--- src/rtl/if_fetch_queue.sv ---
// if_fetch_queue: instruction fetch stage with a DEPTH-entry return buffer.
// It generates sequential PCs and issues them to a fixed one-cycle-latency
// instruction memory. Returned words are buffered with their PCs and handed
// to decode over a valid/ready handshake. A branch redirect flushes the
// buffer and any in-flight word, then fetching restarts at the target.
// Optional feature: define IF_FETCH_PERF_EN to enable the perf_fetch_cnt and
// perf_flush_cnt counters. When it is not defined, both ports read 0 and no
// counter flops are built.
module if_fetch_queue #(
  parameter int unsigned         WORD_LEN    = 32,
  parameter int unsigned         DEPTH       = 4,
  parameter logic [WORD_LEN-1:0] RESET_PC    = '0,
  parameter int unsigned         INSTR_BYTES = 4
) (
  input  logic                clk,
  input  logic                rst,
  input  logic                br_taken,
  input  logic [WORD_LEN-1:0] br_pc,
  input  logic [WORD_LEN-1:0] br_offset,
  output logic                imem_req,
  output logic [WORD_LEN-1:0] imem_addr,
  input  logic [WORD_LEN-1:0] imem_rdata,
  output logic                out_valid,
  input  logic                out_ready,
  output logic [WORD_LEN-1:0] out_pc,
  output logic [WORD_LEN-1:0] out_instr,
  output logic [31:0]         perf_fetch_cnt,
  output logic [31:0]         perf_flush_cnt
);

  localparam int unsigned         PTR_W = $clog2(DEPTH);
  localparam int unsigned         CNT_W = PTR_W + 1;
  localparam logic [WORD_LEN-1:0] STEP  = WORD_LEN'(INSTR_BYTES);

  // Fetch address generator and the single outstanding request tracker.
  logic [WORD_LEN-1:0] fetch_pc;
  logic [WORD_LEN-1:0] inflight_pc;
  logic                inflight;

  // Return buffer: separate PC and instruction storage, pointers and count.
  logic [WORD_LEN-1:0] pc_mem    [DEPTH];
  logic [WORD_LEN-1:0] instr_mem [DEPTH];
  logic [PTR_W-1:0]    rd_ptr;
  logic [PTR_W-1:0]    wr_ptr;
  logic [CNT_W-1:0]    count;

  // Per-cycle control decisions.
  logic [CNT_W-1:0]    occupancy;
  logic                issue;
  logic                push;
  logic                pop;
  logic [WORD_LEN-1:0] target;

  // Decide issue, push, pop and the redirect target for this cycle.
  always_comb begin
    occupancy = count + CNT_W'(inflight);
    // Buffer slots are reserved for words still in flight. This keeps the
    // buffer from overflowing while decode stalls.
    issue     = rst && !br_taken && (occupancy < CNT_W'(DEPTH));
    // A word that returns during a redirect cycle belongs to the old stream.
    push      = inflight && !br_taken;
    out_valid = !br_taken && (count != '0);
    pop       = out_valid && out_ready;
    target    = br_pc + STEP + (br_offset * STEP);
  end

  assign imem_req  = issue;
  assign imem_addr = fetch_pc;
  assign out_pc    = pc_mem[rd_ptr];
  assign out_instr = instr_mem[rd_ptr];

  // Advance the fetch PC on each issue and reload it on a redirect.
  always_ff @(posedge clk or negedge rst) begin
    if (!rst) begin
      fetch_pc    <= RESET_PC;
      inflight_pc <= '0;
      inflight    <= 1'b0;
    end else if (br_taken) begin
      fetch_pc <= target;
      inflight <= 1'b0;
    end else begin
      inflight <= issue;
      if (issue) begin
        inflight_pc <= fetch_pc;
        fetch_pc    <= fetch_pc + STEP;
      end
    end
  end

  // Buffer pointers and occupancy count. A redirect clears them.
  always_ff @(posedge clk or negedge rst) begin
    if (!rst) begin
      rd_ptr <= '0;
      wr_ptr <= '0;
      count  <= '0;
    end else if (br_taken) begin
      rd_ptr <= '0;
      wr_ptr <= '0;
      count  <= '0;
    end else begin
      if (push) wr_ptr <= wr_ptr + PTR_W'(1);
      if (pop)  rd_ptr <= rd_ptr + PTR_W'(1);
      if (push && !pop)      count <= count + CNT_W'(1);
      else if (!push && pop) count <= count - CNT_W'(1);
    end
  end

  // Buffer storage. Each entry is written with the PC it was fetched from.
  always_ff @(posedge clk or negedge rst) begin
    if (!rst) begin
      for (int unsigned i = 0; i < DEPTH; i++) begin
        pc_mem[PTR_W'(i)]    <= '0;
        instr_mem[PTR_W'(i)] <= '0;
      end
    end else if (push) begin
      pc_mem[wr_ptr]    <= inflight_pc;
      instr_mem[wr_ptr] <= imem_rdata;
    end
  end

`ifdef IF_FETCH_PERF_EN
  logic [31:0] fetch_cnt;
  logic [31:0] flush_cnt;

  // Count delivered instructions and redirect cycles. Both wrap at 2^32.
  always_ff @(posedge clk or negedge rst) begin
    if (!rst) begin
      fetch_cnt <= '0;
      flush_cnt <= '0;
    end else begin
      if (pop)      fetch_cnt <= fetch_cnt + 32'd1;
      if (br_taken) flush_cnt <= flush_cnt + 32'd1;
    end
  end

  assign perf_fetch_cnt = fetch_cnt;
  assign perf_flush_cnt = flush_cnt;
`else
  assign perf_fetch_cnt = '0;
  assign perf_flush_cnt = '0;
`endif

endmodule

--- config.mk ---
export PLATFORM = sky130hd
export DESIGN_NAME = if_fetch_queue
export DESIGN_NICKNAME = d
export VERILOG_FILES = /design/src/rtl/if_fetch_queue.sv
export SDC_FILE = /design/constraint.sdc
export NUM_CORES = 1
export LEC_CHECK = 0
export ABC_CLOCK_PERIOD_IN_PS = 2540
export CORE_ASPECT_RATIO = 1.2
export CORE_UTILIZATION = 25
export CTS_BUF_LIST = sky130_fd_sc_hd__clkbuf_8
export CTS_CLUSTER_DIAMETER = 30
export DETAILED_ROUTE_END_ITERATION = 10
export HOLD_SLACK_MARGIN = 0.05
export PLACE_DENSITY_LB_ADDON = 0.2
export SLEW_MARGIN = 20
export SYNTH_ARGS = -nofsm -noshare
export SYNTH_HDL_FRONTEND = slang
export SYNTH_SLANG_ARGS = --single-unit
export TNS_END_PERCENT = 100
--- constraint.sdc ---
create_clock -name clk -period 2.54 [get_ports clk]
set_input_delay 0.508 -clock clk [delete_from_list [all_inputs] [get_ports clk]]
set_output_delay 0.508 -clock clk [all_outputs]
set_load 0.05 [all_outputs]
==> summary.txt, run 1 <==
Status: finished with violations
Failing checks: setup timing
Avg Inst Size Synth: 12.8 um^2
Clock group share of total power: 30.1%
Avg WL per Cell: 17.5 um
Asr flop ratio synth: 100%
Global-route wire length before repair: 72.3 mm
WP buf/inv: 3
Crit end category: primary output
Number of synthesis warnings: 0
First-pass iteration count of the detailed router: 4
Die area: 0.0684 mm^2
Layout fillers: 6617
Largest net degree at the start of global routing: 139
Met1 wire length: 19.5 mm
I/O pin count: 262
Routed Antenna Nets: 0
Die width: 239 um
Clock skew: 29.6 ps
Main flop type after synthesis: dfrtp_1
Post-route DRC: 0
Area of the mapped netlist: 0.0168 mm^2
Minimum clock period after layout: 2640 ps
Fin. Hold Viols: 0
Final Worst Setup Slack: -96.7 ps
Peak supply drop: 0.000443 V
DR top layer: met5
Nets: 1852
Pint: 14.1 mW
Area growth from synthesis to layout: 38.6%
Distinct cells, synth: 66
Critical Path Fanout Max: 11
Max-slew headroom: 34.3%
Core ar.: 0.0662 mm^2
Power per Cell Area: 954 mW/mm^2
Core Rows: 103
Drt total wl: 46.4 mm
Setup CP Type: register to primary output
Vias in the first global route: 12700
Pwr Total: 22.3 mW
Max-slew violations: 0
Die Ht: 286 um
Slowest cell delay on critical path: 570 ps
Final HPWL DP: 31.2 mm
Detail Route met2 WL: 23.0 mm
Critical path's top delay family: multiplexers
Combinational power share: 37.1%
Max-Cap Viols: 0
Leak: 10.9 nW
# setup viols final: 64
Register area share after synthesis: 48.7%
CTS buffer count: 80
Worst min path class: input pin to async pin
Via density per instance: 4.42
Critical path, cell by cell: buf_12 -> buf_16 -> mux4_2 -> buf_6
Share of the synthesized area in the top cell type: 48.7%
Clock latency at the later pin of the worst-skew pair: 650 ps
Fin util: 35.2%
Initial core utilization: 25.4%
Max Freq: 379 MHz
Port buffer count: 195
CTS tree: done
Initial antenna violation count: 2
1st-iter DRT viols: 559
Area leader, netlist: dfrtp_1
Switching pwr: 8.15 mW
Hold_buf cts: 0
Commonest cells in the netlist: 328 x dfrtp_1, 259 x mux2_2, 137 x nand2_1
Place WS: -1130 ps
Worst-Margin Slew: 985 ps
Seq pwr share: 32.9%
Worst EP required: 2030 ps
Worst-path clk slew: 50 ps
Vias: 11700
Total congestion overflow: 0
Max Buffers Root-to-Sink: 3
#FFs+latches synth: 328
Share of post-route cells with drive strength above 1: 43.4%
CTS H-Tree Depth: 3
Number of synthesized flops with an enable pin: 0
Synth Instances: 1319
Count leader, synth: dfrtp_1
Crit path DAT: 2130 ps
RSZ-0062 raised after global routing: yes
CTS root buf: clkbuf_8
Crit path launch type: register
Final period utilization: 104%
Sw frac: 36.6%
Worst path slowest cell: mux4_2
Setup tns final: -4340 ps
Area contributors post-synth: dfrtp_1 49%, mux2_2 17%, mux4_2 8.6%, ha_1 4.6%, nand2_1 3.1%
Total GRT Usage: 13.8%
RD Place Congestion: 0.812
Met3 Routed Length: 2.78 mm
Sink Count: 328
==> metrics by stage <==
| step | hold WS [ps] | instances | cell area, um^2 |
|---|---|---|---|
| 5_1_grt | 158 | 2647 | 23300 |
| 6_report | 156 | 2647 | 23300 |
| 3_5_place_dp | 487 | 2469 | 20700 |
| 2_1_floorplan | 212 | 1382 | 17300 |
| 4_1_cts | 121 | 2636 | 23100 |
| 3_3_place_gp | 481 | 2469 | 20700 |
==> layout make-up <==
class | count | area, um^2 | area share, %
diodes | 1 | 2.50 | 0.0107
multi-input cells | 905 | 8590 | 36.8
flip-flops and latches | 328 | 8220 | 35.2
repair buffers | 354 | 3600 | 15.4
clock inverters | 59 | 517 | 2.21
clock buffers | 89 | 1220 | 5.25
well taps | 892 | 1120 | 4.78
inverters | 19 | 73.8 | 0.316
==> metal layers <==
| layer | track usage, % | vias to the layer above |
|---|---|---|
| met1 | 16.7 | 5871 |
| met3 | 3.39 | 78 |
| met2 | 23.5 | 301 |
| li1 | - | 5444 |
| met5 | 0 | - |
| met4 | 5.06 | 2 |
==> power groups by stage <==
stage               registers (mW)  logic (mW)  clock network (mW)
CTS                           7.33        8.29                6.99
floorplan                     7.53        4.94                   0
global route                  7.52        8.78                7.26
finish                        7.31        8.25                6.69
global placement              7.35        7.61                   0
detailed placement            7.43        7.67                   0
==> worst paths after layout <==
kind,startpoint,to,slack (ps),cells past startpoint
setup / recovery,rd_ptr[0],out_pc[19],-100,4
hold / removal,rst,imem_addr[3],160,3
setup reg to reg,imem_addr[13],imem_addr[27],310,9
hold reg to reg,pc_mem[56],pc_mem[56],500,1
max in group asynchronous,rst,instr_mem[32],1510,3
min in group clk,br_offset[0],imem_addr[2],210,4
==> kinds of logic (layout without fill, tap and decap cells) <==
logic type / after synthesis / after routing / synth area share [%]
muxes: 329 / 329 / 26.2
adders and majority gates: 64 / 64 / 4.84
DFF: 328 / 328 / 48.7
other: 1 / 65 / 0.0223
xor gates and xnor gates: 50 / 50 / 2.60
AOI/OAI and AO/OA: 139 / 139 / 5.60
and+or+nand+nor: 259 / 259 / 7.04
buffers and inverters: 149 / 521 / 4.92
==> state kept, by name, summed over array words and instances, names as in the netlist <==
signal       count
count            3
imem_addr       32
inflight         1
inflight_pc     32
instr_mem      128
pc_mem         128
rd_ptr           2
wr_ptr           2
==> tightest hold or removal path: stages <==
cell,delay [ps]
buf_8,110
buf_4,190
buf_12,420
==> cell usage in the layout, fill, tap and decap left out, types with 8 or more instances in the layout <==
master / synthesis / layout
clkdlybuf4s50_1: 0 / 83
clkinv_2: 0 / 17
dfrtp_1: 328 / 326
a21o_1: 17 / 17
mux4_2: 64 / 64
nor3_1: 9 / 8
mux2_2: 259 / 259
xor2_1: 23 / 22
nand3_1: 17 / 17
conb_1: 1 / 64
buf_12: 0 / 21
buf_4: 68 / 131
nand2_1: 137 / 131
inv_1: 19 / 34
o21ai_0: 29 / 26
buf_6: 1 / 65
dlygate4sd2_1: 0 / 26
ha_4: 0 / 28
clkbuf_8: 0 / 89
nor2_1: 37 / 36
clkinvlp_4: 0 / 10
a21oi_1: 36 / 29
nand4_1: 15 / 15
ha_1: 62 / 33
dlymetal6s2s_1: 0 / 14
xnor2_1: 27 / 27
==> timing repair <==
item                                   4_1_cts  5_1_grt
gates resized for setup                    129       47
pin swaps                                   24       23
buffers inserted                            16       10
endpoints found under the hold margin        0        0
gates cloned                                 4        1
setup endpoints to repair                   90       77
Power figures use the tool's default switching activity.
==> run 2, diff against run 1 <==
==> constraint.sdc (replaced) <==
create_clock -name clk -period 2.54 [get_ports clk]
set_input_delay 0.508 -clock clk [delete_from_list [all_inputs] [get_ports clk]]
set_output_delay 0.508 -clock clk [all_outputs]
set_load 0.01 [all_outputs]
==> run 2 against run 1 <==
Against the previous run: register-to-register slack lost 130 ps; sequential cell count did not move; combinational power down 28%; first-iteration DRC count fell by 15%; the flow still finishes with violations (setup timing); sequential power is essentially flat; largest cell class unchanged; hold slack gained 14 ps; clock power decreased by 5.8%; die area did not move; setup slack worse by 9.1 ps; non-clock buffer count decreased by 6; largest power group is now sequential cells; sequential share of layout area up 0.52 points; via count decreased by 1.1%.
==> summary.txt, run 2 (synthesis results as in run 1) <==
Status: finished with violations
Failing checks: setup timing
Pint: 13.7 mW
Combinational power share: 30.4%
RSZ-0062 raised after global routing: yes
R2r startpoint: imem_addr[7]
Vias in the first global route: 12700
Worst-path clk slew: 50 ps
Die width: 239 um
Seq pwr share: 37.4%
Sink Count: 328
CTS root buf: clkbuf_8
1st-iter DRT viols: 473
Met2 GRT Util: 23.9%
Crit path DAT: 2140 ps
Critical Path Fanout Max: 8
Max-slew headroom: 55.0%
Port buffer count: 195
Commonest non-fill, non-tap cells in the layout: 325 x dfrtp_1, 259 x mux2_2, 132 x nand2_1, 122 x buf_4, 103 x clkdlybuf4s50_1
Crit path launch type: register
RD Place Congestion: 0.795
Worst EP required: 2030 ps
Clock latency at the later pin of the worst-skew pair: 630 ps
Initial antenna violation count: 2
Critical path's top delay family: multiplexers
Power per Cell Area: 851 mW/mm^2
GR Layer Usage met3: 3.39%
Drt total wl: 45.8 mm
Final period utilization: 104%
Crit end category: primary output
Worst min path class: input pin to async pin
WP buf/inv: 3
GRT busiest layer: met2
Largest net degree at the start of global routing: 116
Die area: 0.0684 mm^2
Hold slack: 170 ps
Total congestion overflow: 0
Core ar.: 0.0662 mm^2
# setup viols final: 59
Setup CP Type: register to primary output
Max-slew violations: 0
Dpl cell area: 0.0208 mm^2
I/O pin count: 262
Via density per instance: 4.40
Fin. Hold Viols: 0
Initial core utilization: 25.4%
Met1 Use GR: 16.6%
Switching pwr: 5.83 mW
Largest regs: instr_mem (128), pc_mem (128)
Area growth from synthesis to layout: 36.6%
Share of post-route cells with drive strength above 1: 43.3%
Leak: 10.6 nW
Nets: 1841
R2r endpoint: imem_addr[24]
R2r setup slk: 180 ps
Worst-Margin Slew: 670 ps
CTS tree: done
Peak supply drop: 0.000321 V
Post-route cell area: 0.0230 mm^2
Final HPWL DP: 30.3 mm
Post-route DRC: 0
Core Rows: 103
Max-Cap Viols: 0
Slowest cell delay on critical path: 540 ps
Total GRT Usage: 13.8%
Commonest non-fill, non-tap cell in the layout: dfrtp_1
Clock group share of total power: 32.2%
Setup tns final: -2870 ps
Fin util: 34.7%
Vias: 11600
Max Freq: 378 MHz
Max Buffers Root-to-Sink: 3
CTS buffer count: 75
Global-route wire length before repair: 72.7 mm
Avg WL per Cell: 17.4 um
Routed Antenna Nets: 0
Final Worst Setup Slack: -106 ps
Most used cell, CP: buf_12
First-pass iteration count of the detailed router: 6
Critical path, cell by cell: buf_12 -> buf_12 -> mux4_2 -> buf_6
Sw frac: 29.8%
Worst path slowest cell: mux4_2
Clock skew: 25.1 ps
Minimum clock period after layout: 2650 ps
Pwr Total: 19.6 mW
Reg2reg path depth: 7
Die Ht: 286 um
CTS H-Tree Depth: 3
run 2: cell types whose count changed in the layout (fill, tap and decap cells not counted), sizes merged:
cell,change
clkdlybuf4s15,+4
clkinvlp,-1
inv,-10
bufinv,-2
dlygate4sd2,-18
dlymetal6s2s,-7
clkbuf,+1
buf,-3
clkdlybuf4s50,+20
clkinv,-4
run 2: timing repair:
action                     4_1_cts  5_1_grt
resized for setup              381       43
setup endpoints to repair       75       76
gates cloned                     5        0
pin swaps                       35       21
setup buffers                   24        5
hold buffers                     0        0
run 2: through the flow:
step                      instances  setup slack [ps]
after floorplan                1382              -174
after global placement         2464             -1130
after detailed placement       2464             -1100
after CTS                      2626              -259
after global routing           2627              -212
final                          2627              -106
run 2: metal layers:
layer	part of all wire [%]	wire, um
met3	5.6	2550
met2	50	23000
met1	42	19300
met4	2.0	897
met5	0.028	13
run 2: cell type report:
type                            instances  area (um^2)
Inverter                               19         76.3
Sequential cell                       328         8220
Multi-Input combinational cell        905         8580
Antenna cell                            1         2.50
Clock inverter                         42          357
Tap cell                              892         1120
Clock buffer                           92         1270
Timing Repair Buffer                  348         3380
Fill cell                            6690        43200
run 2: power by group through the flow:
stage          combinational [mW]  clock [mW]  sequential, mW
6_report                     5.96        6.30            7.31
5_1_grt                      6.50        6.83            7.52
4_1_cts                      6.06        6.58            7.33
3_5_place_dp                 5.76           0            7.40
3_3_place_gp                 5.70           0            7.32
2_1_floorplan                3.16           0            7.16
run 2: tightest hold or removal path: stages:
cell and delay, ps:
buf_8 110, buf_4 200, buf_12 430
run 2: worst max path at each step:
stage / from / end / slack (ps) / cells past startpoint
after floorplan: br_pc[3] / imem_addr[27] / -170 / 10
after global placement: br_pc[2] / imem_addr[29] / -1130 / 15
after detailed placement: br_pc[2] / imem_addr[29] / -1100 / 15
after CTS: rd_ptr[0] / out_pc[6] / -260 / 4
after global routing: rd_ptr[0] / out_instr[16] / -210 / 4
final: rd_ptr[0] / out_instr[16] / -110 / 4
